### src/rtl/serial_sub_ctrl.sv
// ---------------------------------------------------------------------------
// serial_sub_ctrl
//
// Bit-serial subtraction controller. Computes (a - b - bin) mod 2^WIDTH by
// pushing one operand bit per cycle, LSB first, through a single 1-bit
// full_subtractor cell. The borrow is kept in a register between cycles.
// This is the area-minimal sequential alternative to a WIDTH-bit ripple
// subtractor, and it uses a start/busy/done handshake.
//
// Optional feature macro: SERIAL_SUB_FLAGS_EN
//   When defined, adds the registered result flags 'zero' and 'eq'.
//
// Parameters
//   WIDTH  operand/result width in bits (2..32), default 8
//
// Ports
//   clk    in   clock, all state updates on the rising edge
//   rst    in   synchronous active-high reset
//   start  in   request a subtraction, only looked at in IDLE
//   a      in   minuend, captured when start is accepted
//   b      in   subtrahend, captured when start is accepted
//   bin    in   borrow-in, captured when start is accepted
//   busy   out  high while bits are being processed (SHIFT)
//   done   out  one-cycle pulse while diff/bout hold a fresh result
//   diff   out  registered difference, held until next completion/reset
//   bout   out  registered final borrow, high iff a < b + bin
//   zero   out  (SERIAL_SUB_FLAGS_EN) result is all zeros
//   eq     out  (SERIAL_SUB_FLAGS_EN) a == b (zero, no borrow, bin was 0)
// ---------------------------------------------------------------------------

// One-bit full subtractor: d = x - y - bi, bo = borrow out of this bit.
module full_subtractor (
    input  logic x,
    input  logic y,
    input  logic bi,
    output logic d,
    output logic bo
);
    assign d  = x ^ y ^ bi;
    assign bo = (~x & y) | (~(x ^ y) & bi);
endmodule

module serial_sub_ctrl #(
    parameter int WIDTH = 8
) (
    input  logic             clk,
    input  logic             rst,
    input  logic             start,
    input  logic [WIDTH-1:0] a,
    input  logic [WIDTH-1:0] b,
    input  logic             bin,
    output logic             busy,
    output logic             done,
    output logic [WIDTH-1:0] diff,
    output logic             bout
`ifdef SERIAL_SUB_FLAGS_EN
    ,
    output logic             zero,
    output logic             eq
`endif
);

    localparam int CW = $clog2(WIDTH);
    localparam logic [CW-1:0] LAST_BIT = CW'(WIDTH - 1);

    typedef enum logic [1:0] {
        IDLE  = 2'd0,
        SHIFT = 2'd1,
        DONE  = 2'd2
    } state_t;

    state_t           state;
    state_t           state_nxt;

    logic [WIDTH-1:0] a_sr;
    logic [WIDTH-1:0] b_sr;
    logic [WIDTH-1:0] res_sr;
    logic             borrow;
    logic [CW-1:0]    cnt;
    logic             last_bit;

    logic             fs_d;
    logic             fs_bo;

`ifdef SERIAL_SUB_FLAGS_EN
    logic             zacc;
    logic             bin_cap;
`endif

    // The single arithmetic cell sees the operand LSBs and the held borrow.
    full_subtractor u_fs (
        .x  (a_sr[0]),
        .y  (b_sr[0]),
        .bi (borrow),
        .d  (fs_d),
        .bo (fs_bo)
    );

    assign last_bit = (cnt == LAST_BIT);

    // State register.
    always_ff @(posedge clk) begin
        if (rst) begin
            state <= IDLE;
        end else begin
            state <= state_nxt;
        end
    end

    // Next-state and handshake outputs. busy/done decode straight from the
    // state register, so they can never be high together.
    always_comb begin
        state_nxt = state;
        busy      = 1'b0;
        done      = 1'b0;
        case (state)
            IDLE: begin
                if (start) begin
                    state_nxt = SHIFT;
                end
            end
            SHIFT: begin
                busy = 1'b1;
                if (last_bit) begin
                    state_nxt = DONE;
                end
            end
            DONE: begin
                done      = 1'b1;
                state_nxt = IDLE;
            end
            default: begin
                state_nxt = IDLE;
            end
        endcase
    end

    // Datapath: operand capture, per-bit shifting and the result registers.
    // The counter is held on the last bit rather than incremented, so it
    // never wraps when WIDTH is a power of two.
    always_ff @(posedge clk) begin
        if (rst) begin
            a_sr   <= '0;
            b_sr   <= '0;
            res_sr <= '0;
            borrow <= 1'b0;
            cnt    <= '0;
            diff   <= '0;
            bout   <= 1'b0;
        end else begin
            case (state)
                IDLE: begin
                    if (start) begin
                        a_sr   <= a;
                        b_sr   <= b;
                        borrow <= bin;
                        cnt    <= '0;
                        res_sr <= '0;
                    end
                end
                SHIFT: begin
                    a_sr   <= a_sr >> 1;
                    b_sr   <= b_sr >> 1;
                    borrow <= fs_bo;
                    res_sr <= {fs_d, res_sr[WIDTH-1:1]};
                    if (last_bit) begin
                        diff <= {fs_d, res_sr[WIDTH-1:1]};
                        bout <= fs_bo;
                    end else begin
                        cnt <= cnt + 1'b1;
                    end
                end
                default: begin
                end
            endcase
        end
    end

`ifdef SERIAL_SUB_FLAGS_EN
    // Result flags. The zero test is built serially by OR-ing each diff bit
    // as it is produced; the captured borrow-in is kept separately because
    // the borrow register is overwritten during SHIFT.
    always_ff @(posedge clk) begin
        if (rst) begin
            zacc    <= 1'b0;
            bin_cap <= 1'b0;
            zero    <= 1'b0;
            eq      <= 1'b0;
        end else begin
            case (state)
                IDLE: begin
                    if (start) begin
                        zacc    <= 1'b0;
                        bin_cap <= bin;
                    end
                end
                SHIFT: begin
                    zacc <= zacc | fs_d;
                    if (last_bit) begin
                        zero <= ~(zacc | fs_d);
                        eq   <= ~(zacc | fs_d) & ~fs_bo & ~bin_cap;
                    end
                end
                default: begin
                end
            endcase
        end
    end
`endif

endmodule

### config.mk
export PLATFORM = sky130hd
export DESIGN_NAME = serial_sub_ctrl
export DESIGN_NICKNAME = d
export VERILOG_FILES = /design/src/rtl/serial_sub_ctrl.sv
export SDC_FILE = /design/constraint.sdc
export NUM_CORES = 1
export LEC_CHECK = 0
export BUFFER_PORTS_ARGS = -buffer_cell sky130_fd_sc_hd__clkbuf_2
export CAP_MARGIN = 20
export CORE_ASPECT_RATIO = 1.1
export CORE_MARGIN = 4
export CORE_UTILIZATION = 40
export DETAILED_ROUTE_END_ITERATION = 7
export HOLD_SLACK_MARGIN = 0.1
export PLACE_DENSITY = 0.67
export SETUP_SLACK_MARGIN = 0.15
export SKIP_CTS_REPAIR_TIMING = 1
export SLEW_MARGIN = 40
export SYNTH_ARGS = -nofsm -noshare
export SYNTH_HDL_FRONTEND = slang
export SYNTH_SLANG_ARGS = --single-unit
### constraint.sdc
create_clock -name clk -period 1.4 [get_ports clk]
set_clock_uncertainty 0.1 [all_clocks]
set_input_delay 0.28 -clock clk [delete_from_list [all_inputs] [get_ports clk]]
set_output_delay 0.28 -clock clk [all_outputs]
set_load 0.05 [all_outputs]
==> metrics <==
largest net degree at the start of global routing=21; die area=5530 um2; CP Launch Type=register; synth-to-layout area growth=36.6%; critical path's slowest cell=dfxtp_4; max_cap viols=0; port buffer count=30; CP max stage delay=0.37 ns; failing checks=negative setup slack; RSZ-0062 raised after global routing=true; post-DP HPWL=2230 um; crit share post-route=101%; DRC violations left=0; Num CTS Buffers=5; Post-Route WL=3680 um; GRT overflow=0; I/O pin count=31; H-tree Lvls=2; chip width=71.3 um; yosys synthesis warning count=0; Syn Area/Cell=10.2 um2; Period minus WS final=1.41 ns; synthesized net count=195; fill count=390; HP Class=primary input to register; CTS tree=yes; DR WL met3=185 um; Core Region=4290 um2; first-pass GRT wire length=5330 um; Post-Synthesis Cell Area=1760 um2; Crit Path Class=register to output port; antenna-violating nets left=0; WP buf/inv=2; fraction of layout cells with a size suffix above 1=55.0%; Slew Limit Fails=0; CTS sink count=38; post-DR wirelength/cell=13.5 um; post-synthesis sequential area ratio=43.2%; die height=77.6 um; CTS Root Buffer Type=clkbuf_8; CP endpoint kind=output port; EDFF count, synth=0; vias in the first global route=1237; DR top layer=met4; Synth Register Bits=38; PnR worst setup slack=-0.0118 ns; vias per std cell=5.03; clock slew at reported path FFs=0.07 ns; gr usage total=11.9%; routed length on met1=1610 um; placed cell area=2060 um2; Yosys top cell area share=43.2%; Clk Latency, worst-skew pair=0.29 ns; Site Rows=25; worst vdd ir=0.777 mV; Slew headroom=81.7%; via count=1368; clock buffer depth=2; ys flop type=dfxtp_1; Worst EP arrival=1.03 ns; final number of setup-violating endpoints=2; drt pass-1 iters=4; WL met2=1870 um; pwr dens=966 nW/um2; Final GP Congestion=0.725; Synth area leader=dfxtp_1; Syn Inst Count=172; area of the multi-input gates=951 um2; critical path fanouts, max=7; crit-path cells=buf_12 > nor2b_4 > buf_6; antenna violations before repair=0; Critical Path RT=1.02 ns; final hold viol count=0; initial core utilization=41.1%; count leader, synth=dfxtp_1; area of all sequential standard cells=776 um2; Yosys cell types=28; largest cells by area after synthesis=dfxtp_1, a211oi_2, mux2i_1; list of most frequent post-synthesis cells=dfxtp_1, mux2i_1, a211oi_2; Diodes inserted=0; outcome=finished, violations left; Fin Hold WS=0.145 ns; pre-CTS WS=-0.0136 ns; Synth async-reset ratio=0%; final net count=242; leakage dissipation=0.000963 uW; 1st-iter DRT viols=64; Tightest Pin Transition=0.274 ns; f_max=708 MHz; CP delay by family, top=flip-flops; design area=2410 um2
[worst register-to-register path, stage by stage, from the launching register on]
cell,delay [ns]
dfxtp_4,0.37
ha_4,0.16
ha_4,0.19
buf_4,0.16
nor2_2,0.11
nand3_1,0.09
a31oi_1,0.16
[routing by layer]
metal / global-route usage, % / vias up
met2: 18.8 / 30
met5: 0 / -
met1: 14.5 / 636
li1: - / 700
met3: 5.31 / 2
met4: 3.38 / 0
[area by class of cell]
| cell class | instances | share of cell area [%] |
|---|---|---|
| Sequential cell | 38 | 32.2 |
| Inverter | 4 | 0.624 |
| Multi-Input combinational cell | 115 | 39.5 |
| Tap cell | 54 | 2.81 |
| Clock buffer | 6 | 3.43 |
| Timing Repair Buffer | 55 | 21.4 |
[flip-flops by register name (all words and copies together), names as in the netlist]
| name | flops |
|---|---|
| a_sr | 8 |
| cnt | 3 |
| borrow | 1 |
| res_sr | 7 |
| bout | 1 |
| diff | 8 |
| b_sr | 8 |
| state | 2 |
[worst paths after layout]
kind,startpoint,end,slack [ns],cells past startpoint
hold / removal,a[7],a_sr[7],0.15,3
hold reg to reg,diff[6],diff[6],0.36,2
setup / recovery,state[0],done,-0.01,3
setup reg to reg,cnt[0],cnt[2],0,6
[power breakdown]
part           total (uW)  leakage [uW]  switching (uW)  internal, uW
sequential           1170      0.000314            40.4          1130
clock                 734     0.0000431             354           380
combinational         423      0.000606             194           229
[placed cells by master, fill, tap and decap left out, drive strengths merged]
cell            n
o21ba           1
buf            32
nor3            2
a21oi          10
a211oi         15
a31oi           3
nor2           27
o21bai          1
clkbuf         28
fa              1
mux2i          16
nand2          11
inv             4
a22oi           9
nor3b           1
dfxtp          38
nor2b           2
nor4b           1
nand3b          1
ha              2
clkdlybuf4s15   1
nand3          12
[metrics by stage]
stage | power [uW] | TNS, ns | instances | util (%)
floorplan | 1460 | 0 | 172 | -
global placement | 1530 | 0 | 252 | 48.0
detailed placement | 1540 | -0.0390 | 252 | 48.0
CTS | 2270 | -0.663 | 258 | 49.9
global route | 2450 | -0.386 | 272 | 56.2
finish | 2330 | -0.0143 | 272 | 56.2
[kinds of logic (layout without fill, tap and decap cells)]
logic type / after synthesis / after routing / synth area share, %
adder cells (fa/ha/maj): 3 / 3 / 2.56
buffers and inverters: 19 / 65 / 8.45
AND/OR/NAND/NOR: 57 / 57 / 16.8
multiplexers: 16 / 16 / 9.09
flip-flops: 38 / 38 / 43.2
AO/OA/AOI/OAI: 39 / 39 / 20.0
No activity file was read; power rests on OpenSTA's default activity.
